$ cat src/rtl/sort_scheduler.sv
// Bubble-sort controller: owns the raw entry buffer and the working/sorted buffer,
// and drives one compare-and-swap per cycle over an N-entry buffer.
module sort_scheduler #(
  parameter int N     = 4,
  parameter int W     = 4,
  parameter int IDX_W = 2
) (
  input  logic             clock,
  input  logic             reset,
  input  logic             write,
  input  logic [IDX_W-1:0] sel,
  input  logic [W-1:0]     num,
  input  logic             start,
  input  logic             descend,
  input  logic [IDX_W-1:0] rd_sel,
  input  logic             show_sorted,
  output logic [W-1:0]     rd_data,
  output logic             busy,
  output logic             done,
  output logic             sorted_valid,
  output logic             write_err
);

  typedef enum logic [1:0] {IDLE, LOAD, COMPARE, PASS_END} state_t;

  state_t           state;
  logic [W-1:0]     raw    [N];
  logic [W-1:0]     sorted [N];
  logic [IDX_W-1:0] idx;
  logic [IDX_W-1:0] pass;
  logic             swapped;
  logic             order;

  logic [IDX_W-1:0] idx_nx;
  logic [IDX_W-1:0] last_idx;
  logic [W-1:0]     a;
  logic [W-1:0]     b;
  logic             out_of_order;
  logic             sel_ok;

  assign idx_nx       = idx + 1'b1;
  assign last_idx     = IDX_W'(N - 2) - pass;
  assign a            = sorted[idx];
  assign b            = sorted[idx_nx];
  // Strict compares keep equal values in place, so the sort is stable.
  assign out_of_order = order ? (a < b) : (a > b);
  assign sel_ok       = int'(sel) < N;

  always_comb begin
    rd_data = '0;
    if (int'(rd_sel) < N)
      rd_data = show_sorted ? sorted[rd_sel] : raw[rd_sel];
  end

  always_ff @(posedge clock or posedge reset) begin
    if (reset) begin
      state        <= IDLE;
      idx          <= '0;
      pass         <= '0;
      swapped      <= 1'b0;
      order        <= 1'b0;
      busy         <= 1'b0;
      done         <= 1'b0;
      sorted_valid <= 1'b0;
      write_err    <= 1'b0;
      for (int unsigned i = 0; i < N; i++) begin
        raw[i]    <= '0;
        sorted[i] <= '0;
      end
    end else begin
      done      <= 1'b0;
      write_err <= 1'b0;
      if (state != IDLE && write)
        write_err <= 1'b1;
      case (state)
        IDLE: begin
          if (write && sel_ok) begin
            raw[sel]     <= num;
            sorted_valid <= 1'b0;
          end
          if (start) begin
            order <= descend;
            busy  <= 1'b1;
            state <= LOAD;
          end
        end
        LOAD: begin
          for (int unsigned i = 0; i < N; i++)
            sorted[i] <= raw[i];
          idx     <= '0;
          pass    <= '0;
          swapped <= 1'b0;
          state   <= COMPARE;
        end
        COMPARE: begin
          if (out_of_order) begin
            sorted[idx]    <= b;
            sorted[idx_nx] <= a;
            swapped        <= 1'b1;
          end
          if (idx == last_idx)
            state <= PASS_END;
          else
            idx <= idx_nx;
        end
        PASS_END: begin
          if (!swapped || pass == IDX_W'(N - 2)) begin
            done         <= 1'b1;
            sorted_valid <= 1'b1;
            busy         <= 1'b0;
            state        <= IDLE;
          end else begin
            pass    <= pass + 1'b1;
            idx     <= '0;
            swapped <= 1'b0;
            state   <= COMPARE;
          end
        end
        default: state <= IDLE;
      endcase
    end
  end

endmodule

$ cat config.mk
export PLATFORM = sky130hd
export DESIGN_NAME = sort_scheduler
export DESIGN_NICKNAME = d
export VERILOG_FILES = /design/src/rtl/sort_scheduler.sv
export SDC_FILE = /design/constraint.sdc
export NUM_CORES = 1
export LEC_CHECK = 0
export ABC_AREA = 1
export CAP_MARGIN = 10
export CORE_MARGIN = 2
export CORE_UTILIZATION = 51
export CTS_CLUSTER_SIZE = 8
export DETAILED_ROUTE_END_ITERATION = 8
export PLACE_DENSITY = 0.71
export SLEW_MARGIN = 30
export SYNTH_ARGS = -nofsm -noshare
export SYNTH_HDL_FRONTEND = slang
export SYNTH_SLANG_ARGS = --single-unit
export TNS_END_PERCENT = 5
$ cat constraint.sdc
create_clock -name clock -period 4.4 [get_ports clock]
set_clock_uncertainty 0.05 [all_clocks]
set_input_delay 0.88 -clock clock [delete_from_list [all_inputs] [get_ports clock]]
set_output_delay 0.88 -clock clock [all_outputs]
set_load 0.03 [all_outputs]
Word-level counts from Yosys, hierarchy flattened:

Index checks and enable logic that the tools add are counted.

* bitwise gates (word level): 4
* equality and inequality tests: 12
* magnitude comparators: 9
* reductions and logical operators: 21
* add/sub/neg operators: 3
* mux-type cells: 46

Operators with widths (count)
* $bwmux W16: 3
* $mux W4: 12
* $bmux W4 S2: 4
* $pmux W16 S2: 1
* $demux W4 S2: 3
* $mux W16: 1
* $ne A2 B2 Y1 const B: 7
* $ge A3 B3 Y1 const B: 4
* $mux W2: 6
* $not A2 Y3: 4
* $reduce_and A3 Y1: 4
* $mux W1: 10
* $reduce_and A2 Y1: 5
* $lt A3 B1 Y1 const B: 3
* $pmux W2 S4: 1
* $reduce_bool A2 Y1: 4
* $eq A2 B2 Y1 const B: 3
* $pmux W2 S3: 1
* $add A2 B1 Y2 const B: 2
* $gt A4 B4 Y1: 1
* $logic_and A1 B1 Y1: 4
* $lt A4 B4 Y1: 1
* $pmux W1 S2: 2
* $pmux W2 S2: 1
* other kinds (8): 8

* output and inout bits: 8
* word-level logic and storage cells: 112
* register bits: 44

Depth between registers and ports, before layout:

* depth after elaboration: 9
* depth in mapped cells: 19
* mapped depth without buffers: 17

Worst setup path after synthesis:

OpenSTA, ideal clock, no wires.

* path type: input port to output port
* start: input rd_sel[0]
* end: output rd_data[1]
* arrival: 1856 ps
* cell stages on the path: 7
* path slack: 1614 ps
* cells stage by stage: buf_2 -> inv_1 -> buf_4 -> nor2_1 -> o32ai_1 -> nand2_1 -> nand2_1

* word-level cells in the longest chain between the ends: 5

RTL lines
* start: declaration: line 15 `input logic [IDX_W-1:0] rd_sel,`
* $not A2 Y3 (not written as such) *: line 52 `rd_data = show_sorted ? sorted[rd_sel] : raw[rd_sel];`
* $bmux W4 S2: line 52
* $mux W4 (not written as such) (2 in series): line 52
* $mux W4 *: line 52
* end: declaration: line 17 `output logic [W-1:0] rd_data,`

Every way passes the cells marked *; elsewhere a longest branch is shown, timed or not. The select of a mux whose other input is x is not followed.

Worst setup path after layout:

* start: input rd_sel[1]
* end: output rd_data[2]

The elaborated chain is that of the path after synthesis.

==> impl_metrics.toml <==
[clock_tree]
cts-root-buf = "clkbuf_8"
h-tree-depth = 2
clock_sinks = 44
cts_resized = 0
clock_latency_ps = 300
numCtsBuffers = 5
cts_setup_buffers = 0
clk_path_buf_depth = 2
holdBufCountCts = 0
clk_pin_slew_ps = 90
tritoncts = "done"

[floorplanning]
die_area_mm2 = 0.00659
coreArea_mm2 = 0.00585
start_util_pct = 51.9
die-height_um = 81.2
die_w_um = 81.2
io_pins = 22
row_count = 28

[layout]
nFillCells = 551
final_core_util_pct = 57.8
synthToLayoutAreaGrowth_pct = 11.3
drive_gt1_share_pct = 5.68
n_antenna_cell = 0
final_net_count = 481

[routing]
first_pass_iters = 5
wl_mm = 7.87
viasPerCell = 5.50
wire_per_inst_um = 14.8
num_vias = 2934
drtIter0Drc = 223
ant_nets = 0
drcViolationCount = 0

[run_status]
status = "complete, no violations"

[setup_path]
worst_setup_path_end_kind = "output pin"
cp.arrival_ps = 2830
crit_type = "primary input to output pin"
required_ps = 3470
crit_fanout = 16
reg2reg_depth = 15
crit_path_start_kind = "primary input"

[worst_hold_path]
hp-class = "flip-flop to flip-flop"
hold_depth = 2

[placed_design]
hpwlAfterDp_mm = 5.95
port_buffers = 21
gp_congestion = 0.891

[synth]
ys_types = 28
synth-seq-area-share_pct = 36.2
synth_top_family_by_area = "simple AND/OR/NAND/NOR gates"
yosysWarnings = 0
syn_avg_cell_area_um2 = 6.92
synth_seq_cells = 44
synth-simple-area-share_pct = 44.3
synthCells = 439
synth_compound_area_share_pct = 7.87
synth_fa_ha_area_share_pct = 4.12
synth_xor_area_share_pct = 0.577
syn-cell-area_mm2 = 0.00304
synth.mux.area_fraction_pct = 0
synth_nets = 463

[global_route]
grt_use_total_pct = 25.8
antenna_found_initial = 0
grt_pass1_wl_mm = 12.9
first_global_vias = 2592
gr-total-overflow = 0
grt_max_degree = 45

[flow_run]
max-cap-violations = 0

[sta]
worstMarginPinSlew_ps = 757
slew_viol_final = 0
fmax_mhz = 266
rsz0062_at_grt = "false"
final.setup.tns_ps = 0
hold_violations = 0
period_needed_ps = 3760
setup_viol = 0
relSlewSlack_pct = 49.6
period_share_pct = 85.4

[pwr]
powerDensity_mw_per_mm2 = 810
p_leak_nw = 1.73
peakVddDrop_uv = 536
==> kinds of logic after synthesis <==
kind of cell / Yosys count
simple gates: 302
flops: 44
compound gates: 41
buf+inv: 40
fa+ha+maj: 10
xor+xnor: 2
==> Yosys cell counts, drive strengths merged <==
cell | n | area [µm²]
a21oi | 3 | 18.8
and2 | 4 | 25.0
buf | 12 | 101
clkbuf | 1 | 3.75
dfrtp | 44 | 1100
ha | 10 | 125
inv | 27 | 104
nand2 | 188 | 738
nand3 | 74 | 413
nand3b | 1 | 7.51
nand4 | 1 | 6.26
nor2 | 33 | 140
nor3 | 1 | 16.3
o21ai | 30 | 150
o32ai | 8 | 70.1
xnor2 | 2 | 17.5
==> area by class of cell <==
cell class	count	area [µm²]	area share (%)
clock buffers	6	82.6	2.44
clock inverters	2	38.8	1.15
inverters	27	104	3.07
multi-input cells	355	1730	51.1
flip-flops and latches	44	1100	32.6
well taps	75	93.8	2.78
repair buffers	24	233	6.88
==> layer usage <==
metal	up-vias	GRT usage, %	share of wire [%]
met5	-	0	0
met4	0	8.47	2.0
met3	14	4.11	4.7
met2	89	39.4	46
met1	1364	37.4	47
li1	1467	-	-
==> worst max-delay path, stage by stage <==
cell             delay (ps)
clkdlybuf4s50_1         780
o21ai_0                 170
o32ai_1                 160
nand2_1                  80
nand2_1                  90
clkdlybuf4s50_1         670
==> report_power, final <==
group | switching [W] | internal, W | total (W)
combinational | 0.00112 | 0.000537 | 0.00166
clock | 0.000145 | 0.000186 | 0.000331
sequential | 0.000190 | 0.000558 | 0.000748
==> stage by stage <==
step	setup slack [ps]	hold slack, ps	cell area, µm²	total power (W)	instances
final	643	429	3380	0.00274	533
after global routing	401	460	3380	0.00299	533
after CTS	654	437	3380	0.00274	533
after detailed placement	659	417	3260	0.00240	525
after global placement	692	410	3260	0.00240	525
after floorplan	1610	409	3040	0.00208	439
==> sequential cells by signal (all words and copies together), names as in the netlist <==
name / count
sorted_valid: 1
done: 1
pass: 2
sorted: 16
state: 2
raw: 16
idx: 2
order: 1
write_err: 1
swapped: 1
busy: 1
==> worst paths after layout <==
kind / start / to / slack (ps)
setup / recovery: rd_sel[1] / rd_data[2] / 640
hold / removal: busy / busy / 430
setup reg to reg: idx[0] / sorted[12] / 790
hold reg to reg: busy / busy / 430
max in group asynchronous: reset / sorted[12] / 2920
min in group asynchronous: reset / sorted_valid / 980
==> cells in the final DEF (no fill, tap or decap), types with 4 or more instances in the layout <==
| cell type | instances |
|---|---|
| nand3_1 | 70 |
| clkdlybuf4s50_1 | 21 |
| clkbuf_8 | 6 |
| nor2_1 | 32 |
| nand2_1 | 183 |
| o32ai_1 | 8 |
| o21ai_0 | 27 |
| inv_1 | 23 |
| nand2_4 | 4 |
| dfrtp_1 | 44 |
| and2_1 | 4 |
| ha_1 | 10 |
(Power assumes the default switching activity.)
